`config.mk`:
```
export PLATFORM = sky130hd
export DESIGN_NAME = fetch_ctrl
export DESIGN_NICKNAME = d
export VERILOG_FILES = /design/src/rtl/fetch_pkg.sv /design/src/rtl/sat_counter.sv /design/src/rtl/fetch_ctrl.sv
export SDC_FILE = /design/constraint.sdc
export NUM_CORES = 1
export LEC_CHECK = 0
export CELL_PAD_IN_SITES_DETAIL_PLACEMENT = 0
export CELL_PAD_IN_SITES_GLOBAL_PLACEMENT = 1
export CORE_ASPECT_RATIO = 0.8
export CORE_MARGIN = 4
export CORE_UTILIZATION = 26
export CTS_CLUSTER_SIZE = 28
export DETAILED_ROUTE_END_ITERATION = 10
export PLACE_DENSITY_LB_ADDON = 0.1
export SETUP_SLACK_MARGIN = 0.02
export SKIP_CTS_REPAIR_TIMING = 1
export SLEW_MARGIN = 15
export SYNTH_ARGS = -nofsm -noshare
export SYNTH_HDL_FRONTEND = slang
export SYNTH_HIERARCHICAL = 1
export SYNTH_SLANG_ARGS = --single-unit
```
`constraint.sdc`:
```
create_clock -name clk -period 2.7 [get_ports clk]
set_clock_uncertainty 0.15 [all_clocks]
set_input_delay 0.27 -clock clk [delete_from_list [all_inputs] [get_ports clk]]
set_output_delay 0.27 -clock clk [all_outputs]
set_load 0.02 [all_outputs]
```
`src/rtl/fetch_pkg.sv`:
```
// Shared constants and state type for the dual-issue fetch sequencer.
// A bubble bundle is two NOP words; fetch advances one 8-byte bundle per step.
package fetch_pkg;

  localparam logic [31:0] NOP_INST      = {3'b111, 29'b0};
  localparam logic [63:0] BUBBLE_BUNDLE = {NOP_INST, NOP_INST};
  localparam int unsigned FETCH_STEP    = 8;

  typedef enum logic [1:0] {
    BOOT = 2'd0,
    RUN  = 2'd1,
    HALT = 2'd2
  } fetch_state_t;

endpackage

```
`src/rtl/sat_counter.sv`:
```
// Event counter that sticks at all-ones instead of wrapping.
// Cleared by the asynchronous active-high reset.
module sat_counter #(
  parameter int CNT_W = 32
) (
  input  logic             clk,
  input  logic             rst,
  input  logic             inc,
  output logic [CNT_W-1:0] count
);

  logic [CNT_W-1:0] r_count;

  always_ff @(posedge clk or posedge rst) begin
    if (rst) begin
      r_count <= '0;
    end else if (inc && (r_count != '1)) begin
      r_count <= r_count + CNT_W'(1);
    end
  end

  assign count = r_count;

endmodule

```
`src/rtl/fetch_ctrl.sv`:
```
// Fetch sequencer: owns the fetch PC, addresses the 1-cycle BRAM and hands one
// 64-bit bundle per cycle to decode, handling hold, redirect, halt and boot.
module fetch_ctrl
  import fetch_pkg::*;
#(
  parameter int             PC_W     = 32,
  parameter logic [PC_W-1:0] RESET_PC = '0,
  parameter int             CNT_W    = 32
) (
  input  logic             clk,
  input  logic             rst,
  input  logic             interlock,
  input  logic             fetch_stall,
  input  logic             redirect_valid,
  input  logic [PC_W-1:0]  redirect_pc,
  input  logic             halt_req,
  output logic [PC_W-1:0]  mem_addr,
  input  logic [63:0]      mem_dout,
  output logic [63:0]      inst_out,
  output logic [PC_W-1:0]  pc_out,
  output logic             inst_valid,
  output logic [CNT_W-1:0] stall_cnt,
  output logic [CNT_W-1:0] redirect_cnt
);

  fetch_state_t    r_state;
  logic [PC_W-1:0] r_f_pc;
  logic            r_odd_mask;

  logic            w_advance;
  logic            w_running;
  logic [PC_W-1:0] w_redirect_addr;
  logic [PC_W-1:0] w_next_seq;
  logic [PC_W-1:0] w_mem_addr;
  logic            w_stall_inc;
  logic            w_unused;

  assign w_advance       = ~fetch_stall & ~interlock;
  assign w_running       = (r_state == RUN);
  assign w_redirect_addr = {redirect_pc[PC_W-1:3], 3'b000};
  assign w_next_seq      = r_f_pc + PC_W'(FETCH_STEP);
  assign w_unused        = ^redirect_pc[1:0];

  // Holding re-reads f_pc so the BRAM keeps returning the same bundle.
  always_comb begin
    w_mem_addr = r_f_pc;
    if (redirect_valid) begin
      w_mem_addr = w_redirect_addr;
    end else if (w_running && w_advance) begin
      w_mem_addr = w_next_seq;
    end
  end

  always_ff @(posedge clk or posedge rst) begin
    if (rst) begin
      r_state    <= BOOT;
      r_f_pc     <= RESET_PC;
      r_odd_mask <= 1'b0;
    end else begin
      r_f_pc <= w_mem_addr;
      if (redirect_valid) begin
        r_odd_mask <= redirect_pc[2];
      end else if (w_advance) begin
        r_odd_mask <= 1'b0;
      end
      case (r_state)
        BOOT:    r_state <= RUN;
        RUN:     if (!redirect_valid && w_advance && halt_req) r_state <= HALT;
        HALT:    if (redirect_valid) r_state <= RUN;
        default: r_state <= BOOT;
      endcase
    end
  end

  // An odd-slot redirect target squashes the older slot of its bundle.
  assign mem_addr   = w_mem_addr;
  assign pc_out     = r_f_pc;
  assign inst_valid = w_running;
  assign inst_out   = !w_running ? BUBBLE_BUNDLE :
                      r_odd_mask ? {NOP_INST, mem_dout[31:0]} : mem_dout;

  assign w_stall_inc = w_running & ~w_advance & ~redirect_valid;

  sat_counter #(.CNT_W(CNT_W)) u_stall_cnt (
    .clk   (clk),
    .rst   (rst),
    .inc   (w_stall_inc),
    .count (stall_cnt)
  );

  sat_counter #(.CNT_W(CNT_W)) u_redirect_cnt (
    .clk   (clk),
    .rst   (rst),
    .inc   (redirect_valid),
    .count (redirect_cnt)
  );

endmodule

```
==> metrics.txt <==
Setup WS post-layout=-0.499 ns; Die Outline Area=23600 um^2; Req. time, crit path=2.28 ns; global-route wire length before repair=33.5 mm; top flip-flop cell by instance count after synthesis=sky130_fd_sc_hd__dfrtp_1; die span in y=138 um; Boundary Pins=about 300; part of the Yosys area used for sequential elements=between 40% and 50%; Pleak=0.00484 uW; total half-perimeter wirelength after legalization and detailed placement=16.6 mm; wire per inst=17.5 um; GRT overflow=0; fin util=49.2%; number of storage elements in the synthesis netlist=between 90 and 100; clk slew on worst S/H paths=0.08 ns; DRC violation total after the first TritonRoute iteration=268; depth of the CTS H-tree=3; clock latency of the later-clocked register in the worst-skew pair=0.35 ns; Initial Utilization=approximately a quarter; share of cells above drive strength 1=21.4%; critical path cell sequence=or4b_4 -> or4_4 -> or4_4 -> a31oi_4 -> buf_6; arrival time of the worst setup path=2.78 ns; antenna violations before repair=2; most prevalent standard cell on the critical path=sky130_fd_sc_hd__or4_4; violated checks=setup timing; synthesized area per cell=9.60 um^2; number of distinct library cell variants in the gate-level netlist after synthesis=45; synthesized netlist cell count=573; # setup viols final=28; Post-Synthesis Cell Area=~5500 um^2; net count after synthesis=slightly below 700; slew margin rel.=56.7%; setup repair after global routing missed its margin=yes; highest cell delay on the worst timing path=0.63 ns; Final Max Tran Viols=0; vias per inst=4.78; maximum number of pins on one net before global-route repair=45; detailed-routing iteration count for the pre-antenna-repair pass=4; maximum buffer depth of the clock tree=2; total of buffers placed on input and output ports=just under 300; Setup CP Type=reg -> out; fraction of registers with async set or reset after synthesis=100%; Synthesis Warnings=6; startpoint kind of the worst setup timing path=flip-flop; maximum vdd drop=0.451 mV; area added between synthesis and finish=85.8%; total via count after detailed routing=5857; gp weighted congestion=0.893; row cnt=47; post-detailed-route count of antenna-violating nets=0; transition at the pin with the smallest max-transition slack=0.648 ns; Final Critical Period=~3.2 ns; Final Hold Vio Count=0; Tot GR Track Use=17.6%; number of nets in the finished design=between 1000 and 1500; Post-synth EDFFs=0; power density of the placed cells=470 nW/um^2; share of the clock period used by the worst path=118%; TritonCTS clock tree=done; achievable frequency=roughly 0.31 GHz; number of global-route vias before repair=5861; Crit. End Element=primary output; Hold Crit Class=in -> async; outcome=complete, but fails checks; Num CTS Buffers=9; clock root buffer=sky130_fd_sc_hd__clkbuf_16; # clock sinks=99; crit-path max FO=8; Post-route DRC=0; total power consumption of the routed design=4800 uW; number of violations of the max-capacitance limit=0; DIE WIDTH=approximately 170 um; wire length after detailed routing=21.4 mm; library cell contributing the largest single delay on the critical path=sky130_fd_sc_hd__or4_4; floorplan core area=20800 um^2; TNS Setup=-7.33 ns
## worst paths after layout
| kind | slack, ns | cells after the start | startpoint | to |
|---|---|---|---|---|
| min in group clk | 0.27 | 3 | redirect_valid | r_state[1] |
| worst min register to register | 0.35 | 1 | u_redirect_cnt/count[18] | u_redirect_cnt/count[18] |
| worst min-delay path | 0.22 | 3 | rst | u_redirect_cnt/count[20] |
| max in group asynchronous | 1.78 | 3 | rst | pc_out[3] |
| worst max register to register | -0.03 | 11 | r_state[1] | u_stall_cnt/count[21] |
| worst max-delay path | -0.50 | 5 | r_state[1] | mem_addr[26] |
## synth_stat cells, drive strengths merged (9+ instances only)
cell type,number,area [um^2]
nor2,22,82.6
o21ai,19,95.1
and3,21,131
dfrtp,99,2480
and2,59,369
or3,9,56.3
or4,14,113
clkbuf,22,86.3
nand2,46,178
inv,12,45.0
nand3,64,320
xnor2,57,499
a31oi,13,81.3
nand4,30,200
## worst max-delay path: cells and delay by family, from the launching register on
kind / cells / cell delay, ns
simple gates: 3 / 1.68
compound gates: 1 / 0.19
flops: 1 / 0.42
buf+inv: 1 / 0.14
## per-layer routing
layer / global-route usage (%) / share of wire, % / vias to the layer above
met5: 0 / 0.051 / -
met4: 5.25 / 2.3 / 2
met3: 5.37 / 6.5 / 31
met2: 26.6 / 45 / 174
li1: - / - / 2816
met1: 24.4 / 46 / 2834
## through the flow
stage,setup WS [ns],area (um^2),hold WS [ns],cells
after CTS,-0.982,9810,0.224,1215
final,-0.499,10200,0.220,1226
after global placement,-0.955,9510,0.335,1199
after detailed placement,-0.977,9510,0.336,1199
after floorplan,0.00144,5650,0.236,573
after global routing,-0.547,10200,0.286,1226
## placed cells by master, fill, tap and decap left out, drive strengths merged, types with 9 or more instances in the layout
master,count
a31oi,13
and2,59
and3,21
buf,121
clkbuf,15
clkdlybuf4s50,201
dfrtp,99
dlymetal6s2s,63
inv,17
nand2,46
nand3,64
nand4,30
nor2,22
o21ai,19
or3,9
or4,14
xnor2,57
## registers in the layout (all words and copies together) (netlist names)
name and count:
u_redirect_cnt/count 32, pc_out 32, u_stall_cnt/count 32, r_state 2, r_odd_mask 1
## power breakdown
part | switching [uW] | internal (uW) | leakage, uW
registers | 183 | 1620 | 0.00129
logic | 843 | 867 | 0.00340
clock network | 635 | 653 | 0.000146
## final cells by class
type | instances | area (um^2)
fillers | 1958 | 10500
well taps | 269 | 337
inverters | 13 | 48.8
multi-input cells | 437 | 3210
repair buffers | 391 | 3850
clock buffers | 9 | 225
flip-flops and latches | 99 | 2480
clock inverters | 7 | 67.6
diodes | 1 | 2.50
## cells by family (layout without fill, tap and decap cells)
group                    count (synthesis)  in the layout  synth area share, %
AO/OA/AOI/OAI                           60             60                 8.46
XOR/XNOR                                65             65                 10.3
adder cells (fa/ha/maj)                  3              3                0.682
buffers and inverters                   37            420                 2.64
flip-flops                              99             99                 45.0
multiplexers                             6              6                 1.16
other                                    0              1                    0
AND/OR/NAND/NOR                        303            303                 31.7
Note: power is estimated with default switching activity, not from simulation.
